$ cat config.mk
export PLATFORM = sky130hd
export DESIGN_NAME = window_scanner
export DESIGN_NICKNAME = d
export VERILOG_FILES = /design/src/rtl/window_scanner_pkg.sv /design/src/rtl/window_scanner_addr_gen.sv /design/src/rtl/window_scanner.sv
export SDC_FILE = /design/constraint.sdc
export NUM_CORES = 1
export LEC_CHECK = 0
export BUFFER_PORTS_ARGS = -buffer_cell sky130_fd_sc_hd__buf_2
export CORE_ASPECT_RATIO = 0.7
export CORE_MARGIN = 5
export CORE_UTILIZATION = 56
export CTS_CLUSTER_SIZE = 16
export DETAILED_ROUTE_END_ITERATION = 8
export HOLD_SLACK_MARGIN = 0.05
export PLACE_DENSITY = 0.85
export SLEW_MARGIN = 10
export SYNTH_ARGS = -nofsm -noshare
export SYNTH_HDL_FRONTEND = slang
export SYNTH_SLANG_ARGS = --single-unit
$ cat constraint.sdc
create_clock -name clk -period 7.1 [get_ports clk]
set_input_delay 0.355 -clock clk [delete_from_list [all_inputs] [get_ports clk]]
set_output_delay 0.355 -clock clk [all_outputs]
set_load 0.02 [all_outputs]
$ cat src/rtl/window_scanner_pkg.sv
// Shared types and constants for the window scanner and its address generator.
package window_scanner_pkg;

  localparam logic [1:0] RW_IDLE = 2'b00;
  localparam logic [1:0] RW_READ = 2'b01;

  localparam logic PAD_ZERO = 1'b0;
  localparam logic PAD_REPL = 1'b1;

  // Element index width; WINDOW never exceeds 7.
  localparam int IDX_W = 3;

  typedef enum logic [2:0] {
    S_IDLE,
    S_ISSUE,
    S_WAIT,
    S_PRESENT,
    S_DONE
  } state_t;

endpackage

$ cat src/rtl/window_scanner_addr_gen.sv
// Combinational map from window centre and element index to a memory address,
// flagging elements that fall outside the image in zero-fill mode.
module window_addr_gen
  import window_scanner_pkg::*;
#(
  parameter int BUS_WIDTH  = 8,
  parameter int IMG_WIDTH  = 7,
  parameter int IMG_HEIGHT = 7,
  parameter int WINDOW     = 3
) (
  input  logic [BUS_WIDTH-1:0] i_row,
  input  logic [BUS_WIDTH-1:0] i_col,
  input  logic [IDX_W-1:0]     i_ei,
  input  logic [IDX_W-1:0]     i_ej,
  input  logic                 i_pad_mode,
  output logic [BUS_WIDTH-1:0] o_addr,
  output logic                 o_is_pad
);

  localparam int SW = BUS_WIDTH + 1;
  localparam logic signed [SW-1:0]      HALF  = SW'(WINDOW / 2);
  localparam logic signed [SW-1:0]      MAX_R = SW'(IMG_HEIGHT - 1);
  localparam logic signed [SW-1:0]      MAX_C = SW'(IMG_WIDTH - 1);
  localparam logic [2*BUS_WIDTH-1:0]    IW    = (2*BUS_WIDTH)'(IMG_WIDTH);

  logic signed [SW-1:0] w_rr;
  logic signed [SW-1:0] w_cc;
  logic signed [SW-1:0] w_rr_cl;
  logic signed [SW-1:0] w_cc_cl;
  logic                 w_oob;

  always_comb begin
    w_rr = $signed({1'b0, i_row}) + $signed(SW'(i_ei)) - HALF;
    w_cc = $signed({1'b0, i_col}) + $signed(SW'(i_ej)) - HALF;
    w_oob = w_rr[SW-1] || (w_rr > MAX_R) || w_cc[SW-1] || (w_cc > MAX_C);

    // Clamped coordinates drive the address in both modes; in zero mode an
    // out-of-range element never reaches memory, so the clamp is harmless.
    w_rr_cl = w_rr[SW-1] ? '0 : ((w_rr > MAX_R) ? MAX_R : w_rr);
    w_cc_cl = w_cc[SW-1] ? '0 : ((w_cc > MAX_C) ? MAX_C : w_cc);

    o_is_pad = w_oob && (i_pad_mode == PAD_ZERO);
    o_addr   = BUS_WIDTH'((2*BUS_WIDTH)'($unsigned(BUS_WIDTH'(w_rr_cl))) * IW
                        + (2*BUS_WIDTH)'($unsigned(BUS_WIDTH'(w_cc_cl))));
  end

endmodule

$ cat src/rtl/window_scanner.sv
// Raster-scans an image in Memory and presents each WINDOW x WINDOW neighbourhood.
// Optional win_sum output enabled by defining WINDOW_SCANNER_SUM_EN.
module window_scanner
  import window_scanner_pkg::*;
#(
  parameter int DATA_WIDTH = 16,
  parameter int BUS_WIDTH  = 8,
  parameter int IMG_WIDTH  = 7,
  parameter int IMG_HEIGHT = 7,
  parameter int WINDOW     = 3,
  parameter int STRIDE     = 1
) (
  input  logic                                clk,
  input  logic                                rst,
  input  logic                                start,
  input  logic                                pad_mode,
  input  logic [DATA_WIDTH-1:0]               mem_data,
  input  logic                                mem_drdy,
  output logic [BUS_WIDTH-1:0]                mem_addr,
  output logic [1:0]                          mem_rw,
  output logic [DATA_WIDTH*WINDOW*WINDOW-1:0] win_data,
  output logic                                win_valid,
  input  logic                                win_ready,
  output logic [BUS_WIDTH-1:0]                win_row,
  output logic [BUS_WIDTH-1:0]                win_col,
`ifdef WINDOW_SCANNER_SUM_EN
  output logic [DATA_WIDTH+$clog2(WINDOW*WINDOW)-1:0] win_sum,
`endif
  output logic                                busy,
  output logic                                done
);

  if (IMG_WIDTH * IMG_HEIGHT > 2**BUS_WIDTH) begin : g_err_size
    $error("window_scanner: image does not fit the address bus");
  end
  if (WINDOW % 2 == 0) begin : g_err_window
    $error("window_scanner: WINDOW must be odd");
  end

  localparam logic [IDX_W-1:0] LAST_IDX = IDX_W'(WINDOW - 1);

  state_t                          r_state;
  state_t                          w_next;
  logic [BUS_WIDTH-1:0]            r_row;
  logic [BUS_WIDTH-1:0]            r_col;
  logic [IDX_W-1:0]                r_ei;
  logic [IDX_W-1:0]                r_ej;
  logic                            r_pad;
  logic [BUS_WIDTH-1:0]            r_addr;
  logic [1:0]                      r_rw;
  logic [DATA_WIDTH*WINDOW*WINDOW-1:0] r_win;
  logic [BUS_WIDTH-1:0]            w_addr;
  logic                            w_is_pad;
  logic                            w_last;
  logic                            w_we;
  logic [DATA_WIDTH-1:0]           w_wval;
  logic [5:0]                      w_slot;
  logic [BUS_WIDTH:0]              w_col_nx;
  logic [BUS_WIDTH:0]              w_row_nx;
  logic                            w_col_wrap;
  logic                            w_scan_end;

  window_addr_gen #(
    .BUS_WIDTH (BUS_WIDTH),
    .IMG_WIDTH (IMG_WIDTH),
    .IMG_HEIGHT(IMG_HEIGHT),
    .WINDOW    (WINDOW)
  ) u_addr_gen (
    .i_row     (r_row),
    .i_col     (r_col),
    .i_ei      (r_ei),
    .i_ej      (r_ej),
    .i_pad_mode(r_pad),
    .o_addr    (w_addr),
    .o_is_pad  (w_is_pad)
  );

  assign w_last     = (r_ei == LAST_IDX) && (r_ej == LAST_IDX);
  assign w_slot     = 6'(r_ei) * 6'(WINDOW) + 6'(r_ej);
  assign w_we       = ((r_state == S_ISSUE) && w_is_pad) || ((r_state == S_WAIT) && mem_drdy);
  assign w_wval     = (r_state == S_WAIT) ? mem_data : '0;
  assign w_col_nx   = {1'b0, r_col} + (BUS_WIDTH+1)'(STRIDE);
  assign w_row_nx   = {1'b0, r_row} + (BUS_WIDTH+1)'(STRIDE);
  assign w_col_wrap = w_col_nx >= (BUS_WIDTH+1)'(IMG_WIDTH);
  assign w_scan_end = w_col_wrap && (w_row_nx >= (BUS_WIDTH+1)'(IMG_HEIGHT));

  always_comb begin
    w_next    = r_state;
    busy      = 1'b0;
    done      = 1'b0;
    win_valid = 1'b0;
    case (r_state)
      S_IDLE:    if (start) w_next = S_ISSUE;
      S_ISSUE: begin
        busy = 1'b1;
        if (!w_is_pad)  w_next = S_WAIT;
        else if (w_last) w_next = S_PRESENT;
      end
      S_WAIT: begin
        busy = 1'b1;
        if (mem_drdy) w_next = w_last ? S_PRESENT : S_ISSUE;
      end
      S_PRESENT: begin
        busy      = 1'b1;
        win_valid = 1'b1;
        if (win_ready) w_next = w_scan_end ? S_DONE : S_ISSUE;
      end
      S_DONE: begin
        done   = 1'b1;
        w_next = S_IDLE;
      end
      default:   w_next = S_IDLE;
    endcase
  end

  always_ff @(posedge clk or negedge rst) begin
    if (!rst) r_state <= S_IDLE;
    else      r_state <= w_next;
  end

  always_ff @(posedge clk or negedge rst) begin
    if (!rst) begin
      r_row  <= '0;
      r_col  <= '0;
      r_ei   <= '0;
      r_ej   <= '0;
      r_pad  <= PAD_ZERO;
      r_addr <= '0;
      r_rw   <= RW_IDLE;
      r_win  <= '0;
    end else begin
      if ((r_state == S_IDLE) && start) begin
        r_pad <= pad_mode;
        r_row <= '0;
        r_col <= '0;
        r_ei  <= '0;
        r_ej  <= '0;
      end
      if ((r_state == S_ISSUE) && !w_is_pad) begin
        r_addr <= w_addr;
        r_rw   <= RW_READ;
      end
      if ((r_state == S_WAIT) && mem_drdy) r_rw <= RW_IDLE;
      if (w_we) begin
        r_win[w_slot*DATA_WIDTH +: DATA_WIDTH] <= w_wval;
        // Column index advances first; the last element wraps both to 0.
        if (r_ej == LAST_IDX) begin
          r_ej <= '0;
          r_ei <= w_last ? '0 : r_ei + IDX_W'(1);
        end else begin
          r_ej <= r_ej + IDX_W'(1);
        end
      end
      if ((r_state == S_PRESENT) && win_ready) begin
        if (w_scan_end) begin
          r_row <= '0;
          r_col <= '0;
        end else if (w_col_wrap) begin
          r_col <= '0;
          r_row <= w_row_nx[BUS_WIDTH-1:0];
        end else begin
          r_col <= w_col_nx[BUS_WIDTH-1:0];
        end
      end
    end
  end

`ifdef WINDOW_SCANNER_SUM_EN
  localparam int SUM_W = DATA_WIDTH + $clog2(WINDOW*WINDOW);
  logic [SUM_W-1:0] r_sum;

  // The first element of each window restarts the running sum.
  always_ff @(posedge clk or negedge rst) begin
    if (!rst) r_sum <= '0;
    else if (w_we) r_sum <= ((r_ei == '0) && (r_ej == '0)) ? SUM_W'(w_wval)
                                                           : r_sum + SUM_W'(w_wval);
  end

  assign win_sum = r_sum;
`endif

  assign mem_addr = r_addr;
  assign mem_rw   = r_rw;
  assign win_data = r_win;
  assign win_row  = r_row;
  assign win_col  = r_col;

endmodule
==> results.yml <==
clock_tree:
  clock-sinks: 179
  ctsLongestPathBuffers: 2
  htreeDepth: 4
  cts.clk_slew.worst_paths_ns: 0.07
  cts_setup_buffers: 0
  cts_root_buffer: "clkbuf_16"
  clk_latency_ns: 0.43
  cts_tree: "done"
  cts_resized: 0
  cts_hold_buf: 1
  cts_buffers: 17
drt:
  wl_met2_um: 11600
  top_layer: "met4"
  met3WireLength_um: 1850
  via_per_inst: 5.70
  drtPass1Iterations: 5
  antenna_left: 0
  vias: 7581
  wl_um: 25700
  post_drt_wl_per_cell_um: 19.3
  drc: 0
  wl_met1_um: 11600
  drt-initial-drc-count: 708
grt:
  grt_pass1_wl_um: 40300
  antenna_found_initial: 0
  grt_pass1_vias: 7360
  grt_max_degree: 65
  track_usage_pct: 24.6
  grt-ovfl-total: 0
yosys:
  ys_types: 65
  synth-seq-cells: 179
  synth_ff_type: "dfrtp_1"
  synth-async-reset-ratio_pct: 100
  synth_area_mm2: 0.0100
  yosys_warnings: 0
  yosysSeqAreaShare_pct: 44.7
  synth_edf_count: 0
  syn_avg_cell_area_um2: 11.2
  synth_cells: 892
worst_setup_path:
  cp_top_family: "adder cells"
  ff2ff_setup_slack_ns: 1.56
  worst_path_max_delay_cell: "fa_1"
  rr_endpoint: "mem_addr[6]"
  worstRegToRegCells: 23
  max_stage_delay_ns: 0.56
  crit_fanout: 6
  crit_path_start_kind: "flip-flop"
  critPathMostFrequentCell: "inv_1"
  cp-end-kind: "flip-flop"
  r2r_start: "r_ei[1]"
  path_cells: "inv_1 > ha_1 > inv_1 > ha_1 > fa_1 > a21o_1 > a2111o_1 > o211ai_1 > o211ai_2 > o21ai_0 > inv_1 > fa_1 > inv_1 > fa_1 > inv_1 > ha_1 > a21o_1 > a21o_1 > a21oi_1 > nor2_1 > nor2_1 > xnor2_1 > mux2_2"
  path_class: "flip-flop to flip-flop"
  worstPathRequired_ns: 7.42
  critPathArrivalTime_ns: 5.86
  cp.buffers_inverters: 5
sta:
  fin_crit_sh_pct: 78.1
  hold_viol_final: 0
  max_freq_mhz: 180
  fin_skew_ns: 0.0141
  rsz0062_at_grt: "false"
  maxSlewHeadroom_pct: 20.5
  tightest_slew_ns: 1.19
  slew_viol_final: 0
  finalSetupTns_ns: 0
  min_period_ns: 5.54
  finalSetupViolations: 0
die:
  die_y_um: 122
  fp-row-count: 40
  dieArea_mm2: 0.0207
  num_io_pins: 195
  core_area_mm2: 0.0174
  die_width_um: 170
  initial_core_util_pct: 57.7
power:
  peakVddDrop_uv: 260
  p_leak_nw: 6.26
  p_per_area_mw_per_mm2: 401
cells_and_area:
  nets: 1173
  n_antenna_cell: 0
  layout-drive-gt1-share_pct: 35.3
  design_area_mm2: 0.0118
  final_cell_mix: "192 x buf_2, 179 x dfrtp_1, 139 x nor2_1"
  utilization_pct: 67.8
  area_growth_pct: 17.5
  final_common_cell: "buf_2"
placement:
  placed_cell_area_mm2: 0.0112
  io_buffers: 193
  gp_congestion: 0.914
  dp_hpwl_um: 18800
hold_path:
  hp-start: "pad_mode"
  hold_depth: 3
  hold_class: "input port to flip-flop"
  whs_endpoint: "r_pad"
outcome:
  outcome: "completed"
run:
  max_cap_viol_count: 0
==> how the worst max path moves through the flow <==
stage	start	to	slack (ns)	cells past startpoint
3_5_place_dp	r_ei[1]	mem_addr[6]	1.51	23
5_1_grt	r_ei[1]	mem_addr[6]	1.10	23
3_3_place_gp	r_ei[1]	mem_addr[6]	1.75	23
2_1_floorplan	win_row[2]	mem_addr[6]	1.84	23
6_report	r_ei[1]	mem_addr[6]	1.56	23
4_1_cts	r_ei[1]	mem_addr[6]	1.53	23
==> worst reg2reg max path, cell delays in order (launching register included) <==
cell and delay (ns):
dfrtp_1 0.50, inv_1 0.08, ha_1 0.27, inv_1 0.04, ha_1 0.22, fa_1 0.41, a21o_1 0.21, a2111o_1 0.42
o211ai_1 0.12, o211ai_2 0.21, o21ai_0 0.36, inv_1 0.16, fa_1 0.56, inv_1 0.05, fa_1 0.50, inv_1 0.07
ha_1 0.29, a21o_1 0.16, a21o_1 0.19, a21oi_1 0.14, nor2_1 0.05, nor2_1 0.11, xnor2_1 0.07, mux2_2 0.25
==> flip-flops by register name, summed over array words and instances, names as in the netlist <==
name	count
win_data	144
mem_rw	1
r_state	3
mem_addr	8
win_col	8
r_pad	1
r_ej	3
r_ei	3
win_row	8
==> metrics by stage <==
stage          power (mW)  cells  hold slack [ns]  worst slack [ns]
4_1_cts              4.72   1330            0.123              1.53
2_1_floorplan        3.16    904           0.0594              1.84
3_3_place_gp         3.68   1297            0.349              1.75
5_1_grt              5.06   1330            0.167              1.10
6_report             4.72   1330            0.133              1.56
3_5_place_dp         3.76   1297            0.345              1.51
==> cell usage after synthesis, types with 15 or more instances <==
cell type / count / area [µm²]
dfrtp_1: 179 / 4480
nor2_1: 139 / 522
mux2_2: 97 / 1090
inv_1: 67 / 251
ha_1: 49 / 613
mux2_4: 40 / 601
nand3_1: 27 / 135
and3_1: 26 / 163
nand2_1: 25 / 93.8
clkbuf_1: 23 / 86.3
mux2i_1: 22 / 220
a21oi_1: 16 / 80.1
fa_1: 16 / 320
o21ai_0: 15 / 75.1
==> cells by family (layout without fill, tap and decap cells) <==
group / after synthesis / count (layout) / synth area share, %
and+or+nand+nor: 279 / 279 / 14.6
DFF: 179 / 179 / 44.7
muxes: 159 / 159 / 19.1
buffers and inverters: 103 / 298 / 4.41
AOI/OAI and AO/OA: 88 / 88 / 6.39
adders and majority gates: 65 / 65 / 9.31
xor gates and xnor gates: 17 / 17 / 1.49
other: 2 / 14 / 0.0749
==> routing by layer <==
| metal | GRT usage (%) | up-vias |
|---|---|---|
| met5 | 0 | - |
| met4 | 7.68 | 0 |
| met3 | 5.81 | 50 |
| met2 | 37.4 | 299 |
| met1 | 35.2 | 3782 |
| li1 | - | 3450 |
==> cell type report <==
class                           count  area (µm²)
Fill cell                        1275        5590
Multi-Input combinational cell    622        5150
Sequential cell                   179        4480
Timing Repair Buffer              199        1020
Clock buffer                       18         429
Tap cell                          231         289
Inverter                           67         251
Clock inverter                     14         161
==> power by group <==
group          internal, mW  total (mW)  switching (mW)
Clock                 0.477       0.945           0.468
Sequential             1.17        1.28           0.113
Combinational         0.913        2.49            1.58
No activity file was read; power rests on OpenSTA's default activity.
